<file path="config.mk">
export PLATFORM = sky130hd
export DESIGN_NAME = uart_tx_arbiter
export DESIGN_NICKNAME = d
export VERILOG_FILES = /design/src/rtl/uart_tx_arbiter.sv
export SDC_FILE = /design/constraint.sdc
export NUM_CORES = 1
export LEC_CHECK = 0
export BUFFER_PORTS_ARGS = -buffer_cell sky130_fd_sc_hd__clkbuf_2
export CAP_MARGIN = 20
export CORE_AREA = 4 4 41 43
export DETAILED_ROUTE_END_ITERATION = 10
export DIE_AREA = 0 0 45 47
export GPL_TIMING_DRIVEN = 0
export PLACE_DENSITY = 0.69
export SLEW_MARGIN = 30
export SYNTH_ARGS = -nofsm -noshare
export SYNTH_HDL_FRONTEND = slang
export SYNTH_SLANG_ARGS = --single-unit
</file>
<file path="constraint.sdc">
create_clock -name clk -period 3.7 [get_ports clk]
set_input_delay 0.555 -clock clk [delete_from_list [all_inputs] [get_ports clk]]
set_output_delay 0.555 -clock clk [all_outputs]
set_load 0.01 [all_outputs]
</file>
<file path="src/rtl/uart_tx_arbiter.sv">
// Purpose: locks the shared uart_tx stream to one of two requesters for a whole tlast-delimited message.
// Latency: data/valid/ready are combinational pass-through; each change of owner costs one idle arbitration cycle.
// Backpressure: m_tready reaches only the owner; the non-owner sees tready=0 and stays pending, untouched.
// Optional feature: define UART_ARB_TIMEOUT_EN to force-release a lock whose owner stalls for TIMEOUT_CYCLES.
module uart_tx_arbiter #(
    parameter int N_BITS         = 8,
    parameter int TIMEOUT_CYCLES = 1_000_000
) (
    input  logic              clk,
    input  logic              rst,
    input  logic [N_BITS-1:0] s0_tdata,
    input  logic              s0_tvalid,
    input  logic              s0_tlast,
    output logic              s0_tready,
    input  logic [N_BITS-1:0] s1_tdata,
    input  logic              s1_tvalid,
    input  logic              s1_tlast,
    output logic              s1_tready,
    output logic [N_BITS-1:0] m_tdata,
    output logic              m_tvalid,
    input  logic              m_tready,
    output logic [1:0]        grant,
    output logic              timeout
);

    typedef enum logic [1:0] {
        IDLE = 2'd0,
        OWN0 = 2'd1,
        OWN1 = 2'd2
    } state_t;

    state_t state_q, state_d;
    logic   last_owner_q, last_owner_d;
    logic   own_tvalid;
    logic   own_tlast;
    logic   own_done;
    logic   stall_hit;

    // Both widths feed port/counter sizing and must be non-zero.
    if (N_BITS < 1 || TIMEOUT_CYCLES < 1) begin : g_param_check
        $error("uart_tx_arbiter: N_BITS and TIMEOUT_CYCLES must be at least 1");
    end

    // Select the current owner's valid/last so the rest of the logic is owner-agnostic.
    always_comb begin
        own_tvalid = 1'b0;
        own_tlast  = 1'b0;
        case (state_q)
            OWN0: begin
                own_tvalid = s0_tvalid;
                own_tlast  = s0_tlast;
            end
            OWN1: begin
                own_tvalid = s1_tvalid;
                own_tlast  = s1_tlast;
            end
            default: begin
                own_tvalid = 1'b0;
                own_tlast  = 1'b0;
            end
        endcase
    end

    // The message ends on the beat that actually transfers with tlast set.
    assign own_done = own_tvalid && m_tready && own_tlast;

`ifdef UART_ARB_TIMEOUT_EN
    localparam int               CNT_W     = $clog2(TIMEOUT_CYCLES + 1);
    localparam logic [CNT_W-1:0] CNT_LIMIT = CNT_W'(TIMEOUT_CYCLES);

    logic [CNT_W-1:0] stall_cnt_q, stall_cnt_d;
    logic [CNT_W-1:0] stall_inc;
    logic             timeout_q, timeout_d;
    logic             owning;

    // Count consecutive owner-idle cycles; any owner valid (even if backpressured) or leaving ownership clears it.
    always_comb begin
        owning      = (state_q != IDLE);
        stall_inc   = (stall_cnt_q == CNT_LIMIT) ? stall_cnt_q : stall_cnt_q + CNT_W'(1);
        stall_hit   = owning && !own_tvalid && (stall_inc == CNT_LIMIT);
        stall_cnt_d = (owning && !own_tvalid && !stall_hit) ? stall_inc : '0;
        timeout_d   = stall_hit;
    end

    // Stall counter and the one-cycle timeout pulse that accompanies the forced return to IDLE.
    always_ff @(posedge clk) begin
        if (rst) begin
            stall_cnt_q <= '0;
            timeout_q   <= 1'b0;
        end else begin
            stall_cnt_q <= stall_cnt_d;
            timeout_q   <= timeout_d;
        end
    end

    assign timeout = timeout_q && !rst;
`else
    assign stall_hit = 1'b0;
    assign timeout   = 1'b0;
`endif

    // Arbitrate from IDLE (round-robin on ties) and hold ownership until tlast or a stall release.
    always_comb begin
        state_d      = state_q;
        last_owner_d = last_owner_q;
        case (state_q)
            IDLE: begin
                if (s0_tvalid && (!s1_tvalid || last_owner_q)) begin
                    state_d      = OWN0;
                    last_owner_d = 1'b0;
                end else if (s1_tvalid) begin
                    state_d      = OWN1;
                    last_owner_d = 1'b1;
                end
            end
            OWN0, OWN1: begin
                if (own_done || stall_hit) begin
                    state_d = IDLE;
                end
            end
            default: state_d = IDLE;
        endcase
    end

    // State and round-robin pointer; last_owner starts at 1 so s0 wins the first tie.
    always_ff @(posedge clk) begin
        if (rst) begin
            state_q      <= IDLE;
            last_owner_q <= 1'b1;
        end else begin
            state_q      <= state_d;
            last_owner_q <= last_owner_d;
        end
    end

    // Pass the owner's stream straight through; everything is forced low while rst is high
    // so no beat can transfer in a reset cycle even though state updates on the next edge.
    always_comb begin
        m_tdata   = '0;
        m_tvalid  = 1'b0;
        s0_tready = 1'b0;
        s1_tready = 1'b0;
        grant     = 2'b00;
        if (!rst) begin
            case (state_q)
                OWN0: begin
                    m_tdata   = s0_tdata;
                    m_tvalid  = s0_tvalid;
                    s0_tready = m_tready;
                    grant     = 2'b01;
                end
                OWN1: begin
                    m_tdata   = s1_tdata;
                    m_tvalid  = s1_tvalid;
                    s1_tready = m_tready;
                    grant     = 2'b10;
                end
                default: begin
                    m_tdata   = '0;
                    m_tvalid  = 1'b0;
                    s0_tready = 1'b0;
                    s1_tready = 1'b0;
                    grant     = 2'b00;
                end
            endcase
        end
    end

endmodule
</file>
# Word level (Yosys, flattened, before mapping)
# Index checks and enable logic that the tools add are counted.
[word_totals]
reg_bits = 3
inputBits = 23
[classes]
n_eq_ne = 4
n_reduce_logical = 10
muxes = 17
[op_table]
columns = ["cell", "count"]
rows = [
  ["one-hot mux 8 bit (2 select lines)", 1],
  ["two-way mux 2 bit", 4],
  ["two-way mux 8 bit", 1],
  ["one-hot mux 2 bit (2 select lines)", 2],
  ["two-way mux 1 bit", 7],
  ["one-hot mux 1 bit (2 select lines)", 2],
  ["AND reduction 2 bit", 2],
  ["logical AND 1 bit", 3],
  ["!= test 3 bit, second input constant", 1],
  ["equality test 2 x 1 -> 1 bit, second input constant", 1],
  ["equality test 2 bit, second input constant", 1],
  ["zero test 2 bit", 1],
  ["!= test 2 bit, second input constant", 1],
  ["nonzero test 2 bit", 1],
  ["OR reduction 2 bit", 1],
  ["zero test 1 bit", 1],
  ["logical OR 1 bit", 1],
]

# Longest topological paths before layout
# Gate-level depths: netlist of run 1.
[logic_depth]
word_depth = 6
mapped_depth = 7
depth_no_buf = 6

# Least setup slack after synthesis of run 1
# OpenSTA, ideal clock, no wires.
[synth_path]
kind = "in2out"
from = "in rst"
to = "out m_tdata[0]"
n_path_buf = 2
stages = 4
arrival_time_ns = 1.277
path_slack_ns = 1.868
path_cell_list = "clkbuf_1 -> nand2b_1 -> clkbuf_1 -> nor2_1"
[synth_between]
elab_chain_cells = 1
[synth_lines]
columns = ["item", "line", "source"]
rows = [
  ["start, declared", "10", "input logic rst,"],
  ["two-way mux 8 bit", "144", "if (!rst) begin"],
  ["end, declared", "19", "output logic [N_BITS-1:0] m_tdata,"],
]
# No other way between the ends.

# Worst setup path after layout of run 1
[layout_path]
from = "reg state_q[0]"
to = "out m_tdata[1]"
[layout_between]
elab_chain_cells = 3
elab_cells_between_ends = 4
[layout_lines]
columns = ["item", "line", "source"]
rows = [
  ["start, declared", "32", "state_t state_q, state_d;"],
  ["start signal, assigned", "131", "state_q <= state_d;"],
  ["equality test 2 bit or equality test 2 x 1 -> 1 bit (tied branches)", "145", "case (state_q)"],
  ["one-hot mux 8 bit (2 select lines) (*)", "145", ""],
  ["two-way mux 8 bit (*)", "144", ""],
]
# Mark *: on every way between the ends. The rest lies on a longest branch, timed or not.

==> results_dict.tcl, run 1 <==
set metrics [dict create \
    status "completed" \
    path_max_fanout 9 \
    pin_count 37 \
    cts_tree "done" \
    drcViolationCount 0 \
    crit_slowest_cell "dfxtp_1" \
    grt_max_degree 11 \
    synth_top_cell_by_area "dfxtp_1" \
    startpoint "state_q[0]$_SDFFE_PP0P_" \
    max_stage_delay_ns 0.34 \
    initial_core_util_pct 32.4 \
    postCtsHoldBufs 0 \
    grt_use_met1_pct 13.0 \
    h-tree-depth 1 \
    slew_viol_final 0 \
    crit_path_start_kind "flop" \
    routed_wl_um 1300 \
    pre_cts_slack_ns 1.52 \
    antenna_found_initial 0 \
    path_cells "inv_1, ha_1, nand2b_1, clkbuf_1, nor2_1, clkbuf_2" \
    hp-class "flop to flop" \
    setup_ws_ns 1.52 \
    finalSetupViolations 0 \
    syn_inst 65 \
    final_cells 119 \
    drt_iter0_markers 10 \
    gr-usage-all-layers_pct 13.5 \
    use_met2_pct 24.9 \
    grt_overflow 0 \
    area_growth_pct 52.2 \
    clk_pin_slew_ns 0.04 \
    synth_area_um2 422 \
    cts_root_buffer "clkbuf_4" \
    syn_nets 91 \
    crit_type "flop to primary output" \
    dpl.cell_count 115 \
    port_buffers 35 \
    multi_input_area_um2 315 \
    core_area_mm2 0.00130 \
    max_cap_violations 0 \
    p_per_area_mw_per_mm2 463 \
    required_ns 3.14 \
    power_w 0.000297 \
    via_count 587 \
    via_per_inst 4.93 \
    wl_per_cell_um 10.9 \
    diodes 0 \
    crit_arrival_ns 1.62 \
    die_area_mm2 0.00212 \
    hold_start "last_owner_q$_SDFFE_PP1P_" \
    worstSkewPairLatency_ns 0.23 \
    clockBufferDepth 2 \
    antenna_left 0 \
    use_met3_pct 4.98 \
    die_w_um 45 \
    finalClockSkew_ns 0.000545 \
    placed_area_um2 616 \
    hold_viol 0 \
    final.setup.tns_ns 0 \
    fin_nets 131 \
    finalCritPeriodShare_pct 58.8 \
    yosysWarningCount 0 \
    seqCellArea_um2 60.1 \
    syn_area_per_cell_um2 6.49 \
    cts_buffers 3 \
    cts_sinks 3 \
    num_rows 13 \
    r2r-start "state_q[1]$_SDFFE_PP0P_" \
    grt-busiest-layer "met2" \
    num-fill-cells 135 \
    dp_hpwl_um 1110 \
    postLayoutCellArea_um2 642 \
    ys_seq_area_share_pct 14.2 \
    p_leak_nw 0.323 \
    grt_pass1_wl_um 2100 \
    synth-seq-cells 3 \
    ctsResizeCount 0 \
    drive_above_1_share_pct 42.3 \
    synth.area.top_cells "dfxtp_1, a22oi_1, ha_1" \
    setup.worst_path.end_class "primary output" \
    first_pass_iters 4 \
    synth_top_area_share_pct 14.2 \
    post-route-min-period_ns 2.18 \
    dieHeight_um 47 \
    gp_congestion 0.726 \
    worst_ir_drop_vdd_mv 0.241 \
    grt_pass1_vias 556 \
    clock.fmax_ghz 0.460 \
    yosys.cell_types.count 24 \
    rsz0062_at_grt "no" \
    post-cts-setup-buffers 0 \
]
[cell type report]
type | count | share of cell area, %
well taps | 15 | 2.92
repair buffers | 35 | 27.3
plain buffers | 5 | 4.29
clock buffers | 4 | 4.09
multi-input cells | 52 | 49.1
inverters | 5 | 2.92
flip-flops and latches | 3 | 9.36
[registers in the layout, indices dropped and copies added (netlist names)]
name / cells
last_owner_q: 1
state_q: 2
[metal layers]
layer	part of all wire [%]	routed length [um]	up-vias
li1	-	-	304
met1	39	503	251
met2	46	593	32
met3	16	203	0
met4	0	0	0
met5	0	0	-
[cell usage after synthesis]
library cell,instances
a21oi_1,5
a22oi_1,8
a31oi_1,1
and2_1,2
buf_2,1
buf_4,2
clkbuf_1,2
conb_1,1
dfxtp_1,3
ha_1,3
inv_1,5
nand2_1,7
nand2b_1,1
nand3_1,1
nor2_1,10
nor2b_1,2
o21ai_0,1
o21ai_1,2
o221a_1,1
o32ai_1,2
o41a_1,1
or2_2,2
or3_1,1
or3b_2,1
[path summary, 6_finish.rpt]
path | end | slack [ns] | cells after the start
hold reg to reg | state_q[1]$_SDFFE_PP0P_ | 0.59 | 3
setup / recovery | m_tdata[1] | 1.52 | 6
hold / removal | state_q[1]$_SDFFE_PP0P_ | 0.59 | 3
setup reg to reg | state_q[1]$_SDFFE_PP0P_ | 2.09 | 7
[power breakdown]
group	leakage [nW]	switching, W	internal [W]
Combinational	0.283	0.000105	0.0000843
Sequential	0.0248	0.00000837	0.0000439
Clock	0.0150	0.0000156	0.0000403
Total	0.323	0.000129	0.000168
[stage by stage]
| step | util [%] | hold slack, ns |
|---|---|---|
| 6_report | 49.3 | 0.587 |
| 5_1_grt | 49.3 | 0.621 |
| 4_1_cts | 49.3 | 0.592 |
| 3_5_place_dp | 47.3 | 0.579 |
| 3_3_place_gp | 47.3 | 0.553 |
| 2_1_floorplan | - | 0.523 |
[worst max-delay path, delay by kind of cell (launching register included)]
family                   cells  cell delay (ns)
AND/OR/NAND/NOR              2             0.18
adder cells (fa/ha/maj)      1             0.34
flip-flops                   1             0.34
buffers and inverters        3             0.52
[layout by cell type, fill, tap and decap left out, drive strengths merged, types with 3 or more instances in the layout]
master,synthesis,layout
nor2,10,10
a22oi,8,8
ha,3,3
dfxtp,3,3
o21ai,3,3
a21oi,5,5
buf,3,3
clkbuf,2,41
nand2,7,7
inv,5,5
[cells by family after synthesis]
logic type | synth area share, %
flip-flops | 14.2
AND/OR/NAND/NOR | 30.3
adder cells (fa/ha/maj) | 8.90
buffers and inverters | 11.0
AO/OA/AOI/OAI | 34.7
other | 0.889
Note: power is estimated with default switching activity, not from simulation.
==> run 2, diff against run 1 <==
Clock period 3.7 ns to 2.1 ns, I/O delays scaled along.
==> run 2 against run 1 <==
Flip-flop and latch count unchanged. Cell count decreased by 0.84%. Via count fell by 0.34%. Largest power group unchanged. Critical path type unchanged. Sequential power rose by 76%.
==> results_dict.tcl, run 2 (synthesis results as in run 1) <==
set metrics [dict create \
    final_cell_mix "clkbuf_2, nor2_1, a22oi_1" \
    first_pass_iters 4 \
    port_buffers 35 \
    cts_root_buffer "clkbuf_4" \
    p_leak_nw 0.322 \
    die_w_um 45 \
    status "completed" \
    initial_core_util_pct 32.4 \
    grt_pass1_wl_um 2100 \
    grt_max_degree 11 \
    grt_overflow 0 \
    slew_viol_final 0 \
    max_flop_register "state_q" \
    p_per_area_mw_per_mm2 815 \
    top_regs "state_q x2, last_owner_q x1" \
    dieHeight_um 47 \
    drt_iter0_markers 10 \
    required_ns 1.78 \
    grt_pass1_vias 556 \
    worstSkewPairLatency_ns 0.23 \
    finalCritPeriodShare_pct 88.5 \
    fin_nets 130 \
    ctsResizeCount 0 \
    finalClockSkew_ns 0.000545 \
    clockBufferDepth 2 \
    dp_hpwl_um 1110 \
    clock.fmax_ghz 0.538 \
    cts_sinks 3 \
    via_per_inst 4.96 \
    drive_above_1_share_pct 42.7 \
    cts_buffers 3 \
    hp-class "input port to flop" \
    setup.worst_path.end_class "primary output" \
    post-route-min-period_ns 1.86 \
    path_max_fanout 9 \
    worst_ir_drop_vdd_mv 0.425 \
    crit_type "flop to primary output" \
    die_area_mm2 0.00212 \
    gp_congestion 0.726 \
    via_count 585 \
    rsz0062_at_grt "no" \
    setup_ws_ns 0.242 \
    pre_cts_slack_ns 0.386 \
    max_cap_violations 0 \
    h-tree-depth 1 \
    crit_arrival_ns 1.54 \
    final.setup.tns_ns 0 \
    drcViolationCount 0 \
    routed_wl_um 1300 \
    diodes 0 \
    crit_path_start_kind "flop" \
    mostFrequentLayoutCell "clkbuf_2" \
    largest_register_ffs 2 \
    num_rows 13 \
    finalSetupViolations 0 \
    cts_tree "done" \
    area_growth_pct 51.3 \
    core_area_mm2 0.00130 \
    pin_count 37 \
    gr-usage-all-layers_pct 13.5 \
    post-cts-setup-buffers 0 \
    antenna_found_initial 0 \
    postCtsHoldBufs 0 \
    clk_pin_slew_ns 0.03 \
    wl_per_cell_um 11.0 \
    hold_viol 0 \
    antenna_left 0 \
]
## run 2: cell types whose count changed in the layout (fill, tap and decap cells not counted), sizes merged
cell | before | now
clkbuf | 41 | 40
## run 2: area by class of cell
type,count,area [um^2]
fillers,137,663
multi-input cells,52,315
repair buffers,35,175
flip-flops and latches,3,60.1
clock buffers,4,26.3
plain buffers,4,23.8
inverters,5,18.8
well taps,15,18.8
## run 2: per-layer routing
metal  up-vias  share of wire [%]  routed length, um  track usage, %
met1       251                 39                503            13.0
met2        32                 46                592            24.9
li1        302                  -                  -               -
met3         0                 16                203            4.98
met5         -                  0                  0               0
met4         0                  0                  0            7.60
## run 2: worst paths after layout
kind	start	depth (start not counted)	to	slack, ns
max	state_q[0]$_SDFFE_PP0P_	5	m_tvalid	0.24
min	s1_tvalid	3	state_q[1]$_SDFFE_PP0P_	0.40
max reg2reg	state_q[1]$_SDFFE_PP0P_	7	state_q[1]$_SDFFE_PP0P_	0.49
min reg2reg	last_owner_q$_SDFFE_PP1P_	3	state_q[1]$_SDFFE_PP0P_	0.59
## run 2: stage by stage
stage                     utilization (%)  cells  power [W]  cell area (um^2)  hold slack [ns]
after floorplan                         -     65   0.000336               422            0.448
after global placement               47.3    115   0.000423               616            0.553
after detailed placement             47.3    115   0.000430               616            0.579
after CTS                            49.3    119   0.000534               642            0.397
after global routing                 49.0    118   0.000585               638            0.429
final                                49.0    118   0.000520               638            0.402
## run 2: worst max-delay path, cell delays in order (launching register included)
cell and delay [ns]:
dfxtp_1 0.34, inv_1 0.08, ha_1 0.34, nand2b_1 0.21, a21oi_1 0.18, clkbuf_2 0.16
## run 2: report_power, final
| group | internal [W] | switching [W] |
|---|---|---|
| Combinational | 0.000146 | 0.000184 |
| Sequential | 0.0000773 | 0.0000147 |
| Clock | 0.0000711 | 0.0000275 |
| Total | 0.000294 | 0.000226 |
